File: config.mk
export PLATFORM = sky130hd
export DESIGN_NAME = uart_tx_flat
export DESIGN_NICKNAME = d
export VERILOG_FILES = /design/src/rtl/uart_pkg.sv /design/src/rtl/uart_tx_if.sv /design/src/rtl/uart_tx_bit_timer.sv /design/src/rtl/uart_tx.sv /design/src/flat_wrapper.sv
export SDC_FILE = /design/constraint.sdc
export NUM_CORES = 1
export LEC_CHECK = 0
export CAP_MARGIN = 5
export CORE_MARGIN = 2
export CORE_UTILIZATION = 57
export CTS_CLUSTER_SIZE = 12
export DETAILED_ROUTE_END_ITERATION = 16
export GPL_TIMING_DRIVEN = 1
export PLACE_DENSITY = 0.82
export SYNTH_ARGS = -nofsm -noshare
export SYNTH_HDL_FRONTEND = slang
export SYNTH_HIERARCHICAL = 1
export SYNTH_SLANG_ARGS = --single-unit
export TNS_END_PERCENT = 10
File: constraint.sdc
create_clock -name i_clk -period 7.1 [get_ports i_clk]
set_input_delay 2.13 -clock i_clk [delete_from_list [all_inputs] [get_ports i_clk]]
set_output_delay 2.13 -clock i_clk [all_outputs]
set_load 0.05 [all_outputs]
File: src/rtl/uart_pkg.sv
// uart_pkg: shared constants and types for the UART transmit/receive path.
//   - Default frame geometry (NB_DATA, TICKS_PER_BIT, SB_TICK, NB_TICK_CNT).
//   - COUNTER_LIMIT: baud_rate divisor, 50 MHz / 163 ~= 16 x 19200 baud.
//   - tx_state_e: transmitter FSM state encoding. ST_PARITY is only
//     reachable when UART_PARITY_EN is defined.
package uart_pkg;

    localparam int NB_DATA_DEF       = 8;
    localparam int TICKS_PER_BIT_DEF = 16;
    localparam int SB_TICK_DEF       = 16;
    localparam int NB_TICK_CNT_DEF   = 5;
    localparam int COUNTER_LIMIT     = 163;

    typedef enum logic [2:0] {
        ST_IDLE   = 3'd0,
        ST_START  = 3'd1,
        ST_DATA   = 3'd2,
        ST_PARITY = 3'd3,
        ST_STOP   = 3'd4
    } tx_state_e;

endpackage

File: src/rtl/uart_tx_if.sv
// uart_tx_if: request/status bundle between core logic and uart_tx.
//   tx_start  core -> tx   transmit request (honoured only while idle)
//   data      core -> tx   byte to send, latched at acceptance
//   tx        tx -> pin    serial line, idle high
//   busy      tx -> core   frame in progress
//   tx_done   tx -> core   one-cycle pulse at end of frame
// master: core side; slave: transmitter side.
interface uart_tx_if
    import uart_pkg::*;
#(
    parameter int NB_DATA = NB_DATA_DEF
);

    logic               tx_start;
    logic [NB_DATA-1:0] data;
    logic               tx;
    logic               busy;
    logic               tx_done;

    modport master (
        output tx_start,
        output data,
        input  tx,
        input  busy,
        input  tx_done
    );

    modport slave (
        input  tx_start,
        input  data,
        output tx,
        output busy,
        output tx_done
    );

endinterface

File: src/rtl/uart_tx_bit_timer.sv
// uart_tx_bit_timer: counts oversampling ticks and flags the last tick of a
// bit period.
//   i_clk, i_reset  clock, synchronous active-high reset
//   i_tick          one-cycle oversampling tick
//   i_clear         hold the counter at zero (transmitter idle)
//   i_limit         tick index of the last tick in the current bit (period-1)
//   o_bit_end       high on the tick that completes the bit; counter wraps
// o_bit_end is combinational so the FSM can act on the very tick that ends
// the bit; the FSM registers everything it drives off-chip.
module uart_tx_bit_timer
    import uart_pkg::*;
#(
    parameter int NB_TICK_CNT = NB_TICK_CNT_DEF
) (
    input  logic                   i_clk,
    input  logic                   i_reset,
    input  logic                   i_tick,
    input  logic                   i_clear,
    input  logic [NB_TICK_CNT-1:0] i_limit,
    output logic                   o_bit_end
);

    logic [NB_TICK_CNT-1:0] cnt_r;

    // A tick arriving while cleared (idle/accept cycle) is deliberately not counted.
    assign o_bit_end = i_tick & ~i_clear & (cnt_r == i_limit);

    // Tick counter: advances only on ticks, wraps at the end of each bit.
    always_ff @(posedge i_clk) begin
        if (i_reset) begin
            cnt_r <= {NB_TICK_CNT{1'b0}};
        end else if (i_clear || o_bit_end) begin
            cnt_r <= {NB_TICK_CNT{1'b0}};
        end else if (i_tick) begin
            cnt_r <= cnt_r + NB_TICK_CNT'(1);
        end else begin
            cnt_r <= cnt_r;
        end
    end

endmodule

File: src/rtl/uart_tx.sv
// uart_tx: UART transmitter. Sends one frame per accepted request:
// start bit (0), NB_DATA data bits LSB first, optional even-parity bit,
// stop bit (1). Bit timing from the 16x oversampling tick of baud_rate.
//   i_clk    system clock, rising edge
//   i_reset  synchronous active-high reset; abandons any frame in flight
//   i_tick   oversampling tick
//   bus      uart_tx_if.slave: tx_start, data in; tx, busy, tx_done out
// Optional feature: define UART_PARITY_EN to compile in the PARITY state
// (even parity over the latched byte). Without it DATA goes straight to STOP.
// bus.data must be NB_DATA wide (instantiate uart_tx_if with the same NB_DATA).
module uart_tx
    import uart_pkg::*;
#(
    parameter int NB_DATA       = NB_DATA_DEF,
    parameter int TICKS_PER_BIT = TICKS_PER_BIT_DEF,
    parameter int SB_TICK       = SB_TICK_DEF,
    parameter int NB_TICK_CNT   = NB_TICK_CNT_DEF
) (
    input  logic      i_clk,
    input  logic      i_reset,
    input  logic      i_tick,
    uart_tx_if.slave  bus
);

    localparam int NB_BIT_CNT = (NB_DATA > 1) ? $clog2(NB_DATA) : 1;
    localparam logic [NB_TICK_CNT-1:0] BIT_LIMIT  = NB_TICK_CNT'(TICKS_PER_BIT - 1);
    localparam logic [NB_TICK_CNT-1:0] STOP_LIMIT = NB_TICK_CNT'(SB_TICK - 1);
    localparam logic [NB_BIT_CNT-1:0]  LAST_BIT   = NB_BIT_CNT'(NB_DATA - 1);

    tx_state_e              state_r,   state_s;
    logic [NB_DATA-1:0]     shift_r,   shift_s;
    logic [NB_BIT_CNT-1:0]  bit_cnt_r, bit_cnt_s;
    logic                   tx_r,      tx_s;
    logic                   busy_r,    busy_s;
    logic                   done_r,    done_s;
    logic                   bit_end_s;
    logic                   timer_clear_s;
    logic [NB_TICK_CNT-1:0] timer_limit_s;

`ifdef UART_PARITY_EN
    logic                   parity_r,  parity_s;

    function automatic logic even_parity(input logic [NB_DATA-1:0] d);
        even_parity = ^d;
    endfunction
`endif

    // Counter held at zero while idle, so the tick of the accept cycle is not counted.
    assign timer_clear_s = (state_r == ST_IDLE);

    // Stop bit may be longer than the other bits.
    assign timer_limit_s = (state_r == ST_STOP) ? STOP_LIMIT : BIT_LIMIT;

    uart_tx_bit_timer #(
        .NB_TICK_CNT (NB_TICK_CNT)
    ) u_bit_timer (
        .i_clk     (i_clk),
        .i_reset   (i_reset),
        .i_tick    (i_tick),
        .i_clear   (timer_clear_s),
        .i_limit   (timer_limit_s),
        .o_bit_end (bit_end_s)
    );

    // Next-state, datapath and output decode.
    always_comb begin
        state_s   = state_r;
        shift_s   = shift_r;
        bit_cnt_s = bit_cnt_r;
        done_s    = 1'b0;
`ifdef UART_PARITY_EN
        parity_s  = parity_r;
`endif

        case (state_r)
            ST_IDLE: begin
                if (bus.tx_start) begin
                    state_s   = ST_START;
                    shift_s   = bus.data;
                    bit_cnt_s = {NB_BIT_CNT{1'b0}};
`ifdef UART_PARITY_EN
                    parity_s  = even_parity(bus.data);
`endif
                end else begin
                    state_s   = ST_IDLE;
                end
            end
            ST_START: begin
                if (bit_end_s) begin
                    state_s = ST_DATA;
                end else begin
                    state_s = ST_START;
                end
            end
            ST_DATA: begin
                if (bit_end_s) begin
                    shift_s = {1'b0, shift_r[NB_DATA-1:1]};
                    if (bit_cnt_r == LAST_BIT) begin
                        bit_cnt_s = {NB_BIT_CNT{1'b0}};
`ifdef UART_PARITY_EN
                        state_s   = ST_PARITY;
`else
                        state_s   = ST_STOP;
`endif
                    end else begin
                        bit_cnt_s = bit_cnt_r + NB_BIT_CNT'(1);
                        state_s   = ST_DATA;
                    end
                end else begin
                    state_s = ST_DATA;
                end
            end
`ifdef UART_PARITY_EN
            ST_PARITY: begin
                if (bit_end_s) begin
                    state_s = ST_STOP;
                end else begin
                    state_s = ST_PARITY;
                end
            end
`endif
            ST_STOP: begin
                if (bit_end_s) begin
                    state_s = ST_IDLE;
                    done_s  = 1'b1;
                end else begin
                    state_s = ST_STOP;
                end
            end
            default: begin
                state_s = ST_IDLE;
            end
        endcase

        // Line level follows the state being entered, so it appears one
        // cycle after the deciding edge together with busy.
        case (state_s)
            ST_IDLE:   tx_s = 1'b1;
            ST_START:  tx_s = 1'b0;
            ST_DATA:   tx_s = shift_s[0];
`ifdef UART_PARITY_EN
            ST_PARITY: tx_s = parity_s;
`endif
            ST_STOP:   tx_s = 1'b1;
            default:   tx_s = 1'b1;
        endcase

        busy_s = (state_s != ST_IDLE);
    end

    // State, datapath and registered outputs.
    always_ff @(posedge i_clk) begin
        if (i_reset) begin
            state_r   <= ST_IDLE;
            shift_r   <= {NB_DATA{1'b0}};
            bit_cnt_r <= {NB_BIT_CNT{1'b0}};
            tx_r      <= 1'b1;
            busy_r    <= 1'b0;
            done_r    <= 1'b0;
`ifdef UART_PARITY_EN
            parity_r  <= 1'b0;
`endif
        end else begin
            state_r   <= state_s;
            shift_r   <= shift_s;
            bit_cnt_r <= bit_cnt_s;
            tx_r      <= tx_s;
            busy_r    <= busy_s;
            done_r    <= done_s;
`ifdef UART_PARITY_EN
            parity_r  <= parity_s;
`endif
        end
    end

    assign bus.tx      = tx_r;
    assign bus.busy    = busy_r;
    assign bus.tx_done = done_r;

endmodule

File: src/flat_wrapper.sv
// flat-port wrapper written by rule: the top's interface ports become plain ports
module uart_tx_flat import uart_pkg::*;
#(
    parameter int NB_DATA       = NB_DATA_DEF,
    parameter int TICKS_PER_BIT = TICKS_PER_BIT_DEF,
    parameter int SB_TICK       = SB_TICK_DEF,
    parameter int NB_TICK_CNT   = NB_TICK_CNT_DEF
)
  (i_clk, i_reset, i_tick, bus_tx_start, bus_data, bus_tx, bus_busy, bus_tx_done);
  uart_tx_if #(.NB_DATA(NB_DATA)) bus_i ();
  input  logic i_clk;
  input  logic i_reset;
  input  logic i_tick;
  input wire logic [$bits(bus_i.tx_start)-1:0] bus_tx_start;
  input wire logic [$bits(bus_i.data)-1:0] bus_data;
  output wire logic [$bits(bus_i.tx)-1:0] bus_tx;
  output wire logic [$bits(bus_i.busy)-1:0] bus_busy;
  output wire logic [$bits(bus_i.tx_done)-1:0] bus_tx_done;
  assign bus_i.tx_start = bus_tx_start;
  assign bus_i.data = bus_data;
  assign bus_tx = bus_i.tx;
  assign bus_busy = bus_i.busy;
  assign bus_tx_done = bus_i.tx_done;
  uart_tx #(.NB_DATA(NB_DATA), .TICKS_PER_BIT(TICKS_PER_BIT), .SB_TICK(SB_TICK), .NB_TICK_CNT(NB_TICK_CNT)) u_core (.i_clk(i_clk), .i_reset(i_reset), .i_tick(i_tick), .bus(bus_i));
endmodule
# After elaboration in Yosys (flattened, before gate mapping)

Index checks and enable logic that the tools add are counted.

Bits in latches: 0
Memories kept: 0
Output and inout port bits: 3
RAM bits: 0
Bits in read-only memories: 0
Word-level logic and storage cells: 45
Bits in registers: 22
Bits of input ports: 12

Mux-type cells: 15
$lt $le $gt $ge: 0
Equality and inequality tests: 9
Add/sub/neg operators: 2
Multipliers: 0
Divide/modulo/power cells: 0
Reduce and logical (&&, ||, !) cells: 7
Bitwise gates (word level): 4
Shift-type cells: 0

Operators by type and width:

| operator                                            | count |
|---|---|
| 2-to-1 mux 3 bit                                    | 6 |
| 2-to-1 mux 8 bit                                    | 2 |
| one-hot mux 8 bit (2 select lines)                  | 1 |
| one-hot mux 3 bit (4 select lines)                  | 1 |
| equality test 3 x 1 -> 1 bit, second input constant | 2 |
| equality test 3 x 2 -> 1 bit, second input constant | 2 |
| equality test 3 bit, second input constant          | 2 |
| one-hot mux 3 bit (2 select lines)                  | 1 |
| adder 5 x 1 -> 5 bit, second input constant         | 1 |
| equality test 5 x 4 -> 1 bit, second input constant | 1 |
| inequality test 2 bit, second input constant        | 2 |
| OR reduction 2 bit                                  | 2 |
| adder 3 x 1 -> 3 bit, second input constant         | 1 |
| zero test 3 bit                                     | 1 |
| AND reduction 3 bit                                 | 1 |
| nonzero test 3 bit                                  | 1 |
| AND 1 bit                                           | 2 |
| 2-to-1 mux 1 bit                                    | 2 |
| 2-to-1 mux 2 bit                                    | 1 |
| NOT 1 bit                                           | 2 |
| one-hot mux 1 bit (2 select lines)                  | 1 |
| nonzero test 2 bit                                  | 1 |
| logical OR 1 bit                                    | 1 |

# Logic depth before layout (Yosys ltp)

Depth after elaboration: 8
Gate-level depth with buffers: 8
Gate-level depth less buffers: 6

# Cells and area by module

The synthesis kept the hierarchy.

Modules (own cells, without submodules):

| module            | area each (um2) | sequential area each (um2) | instances | cells an instance |
|---|---|---|---|---|
| uart_tx           | 830.8           | 340.3                      | 1         | 89 |
| uart_tx_bit_timer | 299.0           | 100.1                      | 1         | 27 |

# Worst setup path after synthesis

OpenSTA, ideal clock, no wires.

Kind: input -> register
Start point: input port i_tick
End point: register u_core.tx_r (netlist: u_core/bus.tx)
Path slack: 3618 ps
Buffers on the path: 1
Library setup time: 143 ps
Data required time: 6957 ps
Arrival time: 3339 ps
Stages: 6
Path through: nor3b_2 -> and2_1 -> and4bb_2 -> buf_2 -> a221oi_2 -> a41oi_1

Longest elaborated chain between the ends: 6

RTL lines:

| element                                                                             | line                    | text |
|---|---|---|
| from (decl)                                                                         | flat_wrapper.sv:13      | `input logic i_tick;` |
| AND 1 bit * (2 in series)                                                           | uart_tx_bit_timer.sv:26 | `assign o_bit_end = i_tick & ~i_clear & (cnt_r == i_limit);` |
| net u_core.bit_end_s                                                                | uart_tx.sv:36           | `logic bit_end_s;` |
| 2-to-1 mux 3 bit, or another cell as far along                                      | uart_tx.sv:96           | `if (bit_end_s) begin` |
| one-hot mux 3 bit (4 select lines)                                                  | uart_tx.sv:75           | `case (state_r)` |
| equality test 3 x 2 -> 1 bit / equality test 3 x 1 -> 1 bit (equally long branches) | uart_tx.sv:137          | `case (state_s)` |
| one-hot mux 1 bit (2 select lines) *                                                | uart_tx.sv:137          |  |
| to (signal assigned)                                                                | uart_tx.sv:167          | `tx_r <= tx_s;` |
| to (decl)                                                                           | uart_tx.sv:33           | `logic tx_r, tx_s;` |

The timed path passes the listed nets; every way through them passes the cells marked *. The select of a mux whose other input is x is not followed.
A chain may end at the register's enable or synchronous reset.

# Worst setup path after layout

Start point: input port i_tick
End point: register u_core.bit_cnt_r[0]

Longest elaborated chain between the ends: 4

RTL lines:

| element                         | line                    | text |
|---|---|---|
| AND 1 bit (2 in series)         | uart_tx_bit_timer.sv:26 |  |
| net u_core.bit_end_s            | uart_tx.sv:36           |  |
| inequality test 2 bit (no line) | n/a                     |  |
| AND reduction 3 bit (no line)   | n/a                     |  |
| to (signal assigned)            | uart_tx.sv:156          | `bit_cnt_r <= {NB_BIT_CNT{1'b0}};` |
| to (signal assigned)            | uart_tx.sv:166          | `bit_cnt_r <= bit_cnt_s;` |
| to (decl)                       | uart_tx.sv:32           | `logic [NB_BIT_CNT-1:0] bit_cnt_r, bit_cnt_s;` |

The timed path passes the listed nets, and every way through them passes these cells.

==> flow_metrics.py <==
metrics = {
    "yosys": {
        "synth.top_cell.area_share_pct": 39.0,
        "yosys-top-cells-area": "dfxtp_1 (39%), xor2_1 (6.2%), a2111oi_1 (5.3%), a21oi_1 (5.3%), nand3_1 (4.0%)",
        "ys_top_cells_by_count": "dfxtp_1 (22), a21oi_1 (12), nand3_1 (9)",
        "syn_inst": 116,
        "synth_ff_type": "dfxtp_1",
        "postSynth.asyncResetShare_pct": 0,
        "yosys_warnings": 6,
        "synth_edf_count": 0,
        "synth_seq_cells": 22,
        "synth_top_cell_by_area": "dfxtp_1",
        "synth_area_sq_mm": 0.00113,
        "avgSynthCellArea_sq_um": 9.74,
        "yosysMostFrequentCell": "dfxtp_1",
        "yosysUniqueCellTypes": 41,
        "synth-seq-area-share_pct": 39.0,
    },
    "grt": {
        "grt_use_total_pct": 19.1,
        "grt_pass1_vias": 806,
        "grt_first_pass_wirelength_um": 3550,
        "antenna_found_initial": 0,
        "grt_start_max_net_pins": 22,
        "overflow": 0,
    },
    "final_layout": {
        "drive_above_1_share_pct": 8.46,
        "final_nets": 146,
        "synthToLayoutAreaGrowth_pct": 15.3,
        "n_antenna_cell": 0,
        "post-route-util_pct": 67.8,
    },
    "power_and_ir_drop": {
        "p_leak_nw": 0.465,
        "switchingPower_mw": 0.0555,
        "peakVddDrop_mv": 0.129,
        "power_frac_comb_pct": 13.5,
        "p_total_mw": 0.230,
        "clkPwrFrac_pct": 29.0,
        "p_int_mw": 0.174,
        "netSwitchingFraction_pct": 24.2,
        "seqPwrFrac_pct": 57.5,
        "pwr_density_cell_mw_per_mm2": 176,
    },
    "die": {
        "ios": 15,
        "rows": 16,
        "die-area_sq_mm": 0.00235,
        "fp.dieW_um": 48.5,
        "start_util_pct": 58.8,
        "die_height_um": 48.5,
        "coreArea_sq_mm": 0.00192,
    },
    "timing": {
        "tns_ns": 0,
        "clock.fmax_ghz": 0.232,
        "relSlewSlack_pct": 48.5,
        "rsz0062_at_grt": "false",
        "hold_viol": 0,
        "hold_slack_ns": 0.482,
        "slew_violations": 0,
        "worstMarginPinSlew_ns": 0.771,
        "finalSetupViolCount": 0,
        "fin_crit_ns": 4.31,
        "fin_skew_ns": 0.00621,
        "finalCritPeriodShare_pct": 60.7,
    },
    "clock_network": {
        "clock_latency_ns": 0.30,
        "cts_hold_buffers": 0,
        "cts_tree": "done",
        "numCtsBuffers": 3,
        "cts_root_buf": "clkbuf_4",
        "clkTransAtPathRegs_ns": 0.11,
        "htree_levels": 1,
        "clockBufferDepth": 2,
        "post_cts_buffers": 0,
        "clkSinkCount": 22,
        "cts_resized": 0,
    },
    "place": {
        "numPortBuffers": 14,
        "dp_hpwl_um": 1520,
        "place_congestion": 0.738,
    },
    "worst_hold_path": {
        "hold_path_class": "reg2reg",
    },
    "run": {
        "drv_cap": 0,
    },
    "outcome": {
        "status": "finished, final reports clean",
    },
    "critical_path": {
        "arrival_ns": 4.53,
        "path_class": "in2reg",
        "slowest_stage": "clkdlybuf4s50_1",
        "path_cells": "clkdlybuf4s50_1, nor3b_2, and2_1, nand4bb_1, or3_1, a21oi_1",
        "cp.required_ns": 7.32,
        "startpoint_type": "input pin",
        "cp-end-kind": "flip-flop",
        "crit_path_max_fanout": 11,
        "crit_path_max_incr_delay_ns": 0.60,
    },
    "detailed_routing": {
        "avgRoutedWirePerCell_um": 13.6,
        "vias": 910,
        "drc": 0,
        "wirelength_um": 2140,
        "vias_per_cell": 5.80,
        "drt_pre_antenna_iters": 4,
        "first_iter_violations": 15,
        "ant_nets": 0,
    },
}
[power groups by stage]
stage          Sequential [mW]  Combinational (mW)  Clock (mW)
2_1_floorplan            0.136              0.0181           0
3_3_place_gp             0.135              0.0300           0
3_5_place_dp             0.135              0.0308           0
4_1_cts                  0.132              0.0310      0.0697
5_1_grt                  0.133              0.0338      0.0757
6_report                 0.132              0.0309      0.0666
[area by class of cell]
type                    count  area, sq um
well taps                  27         33.8
multi-input cells          88          644
fillers                   172          619
repair buffers             14          140
flip-flops and latches     22          440
clock buffers               4         36.3
inverters                   2         7.51
[per-layer routing]
layer | part of all wire [%] | track usage, %
met5 | 0 | 0
met4 | 0.70 | 7.14
met3 | 1.4 | 2.78
met2 | 49 | 34.3
met1 | 48 | 23.1
[critical path, delay by kind of cell]
kind                   cells  cell delay [ns]
AOI/OAI and AO/OA          1             0.15
buffers and inverters      1             0.60
and+or+nand+nor            4             1.65
[placed cells by master (no fill, tap or decap), types with 2 or more instances in the layout]
master | Yosys | routed
a2111oi_1 | 6 | 6
a21oi_1 | 12 | 12
a22oi_1 | 6 | 6
and2_1 | 2 | 2
clkbuf_4 | 0 | 3
clkdlybuf4s50_1 | 0 | 14
conb_1 | 2 | 5
dfxtp_1 | 22 | 22
ha_1 | 3 | 3
inv_1 | 2 | 2
nand2_1 | 5 | 5
nand2b_1 | 2 | 2
nand3_1 | 9 | 9
nand4_1 | 2 | 2
nor2_1 | 2 | 2
nor2b_1 | 3 | 3
nor3_1 | 2 | 2
xor2_1 | 8 | 8
[registers in the layout, indices dropped and copies added (netlist names)]
register and flops:
u_core/state_r 3, u_core/bus.busy 1, u_core/bit_cnt_r 3, u_core/shift_r 8, u_core/bus.tx 1, u_core/u_bit_timer/cnt_r 5, u_core/bus.tx_done 1
[through the flow]
stage                     instances  area [sq um]  setup slack [ns]
after floorplan                 119          1140              3.62
final                           157          1300              2.79
after global routing            157          1300              2.66
after detailed placement        153          1270              2.56
after global placement          153          1270              2.67
after CTS                       157          1300              2.87
[cell families (layout without fill, tap and decap cells)]
kind of cell	count (synthesis)	count (layout)	synth area share, %
AO/OA/AOI/OAI	32	32	20.6
XOR/XNOR	9	9	6.98
adder cells (fa/ha/maj)	3	3	3.32
buffers and inverters	9	20	4.98
flip-flops	22	22	39.0
multiplexers	1	1	0.886
other	2	5	0.665
AND/OR/NAND/NOR	38	38	23.6
[worst paths after layout]
check	depth (start not counted)	from	end	slack, ns
hold / removal	2	u_core/shift_r[7]$_SDFFE_PP0P_	u_core/shift_r[7]$_SDFFE_PP0P_	0.48
hold reg to reg	2	u_core/shift_r[7]$_SDFFE_PP0P_	u_core/shift_r[7]$_SDFFE_PP0P_	0.48
setup / recovery	6	i_tick	u_core/bit_cnt_r[0]$_SDFFE_PP0P_	2.79
setup reg to reg	6	u_core/state_r[0]$_SDFF_PP0_	u_core/bit_cnt_r[0]$_SDFFE_PP0P_	4.29
Power figures use the tool's default switching activity.
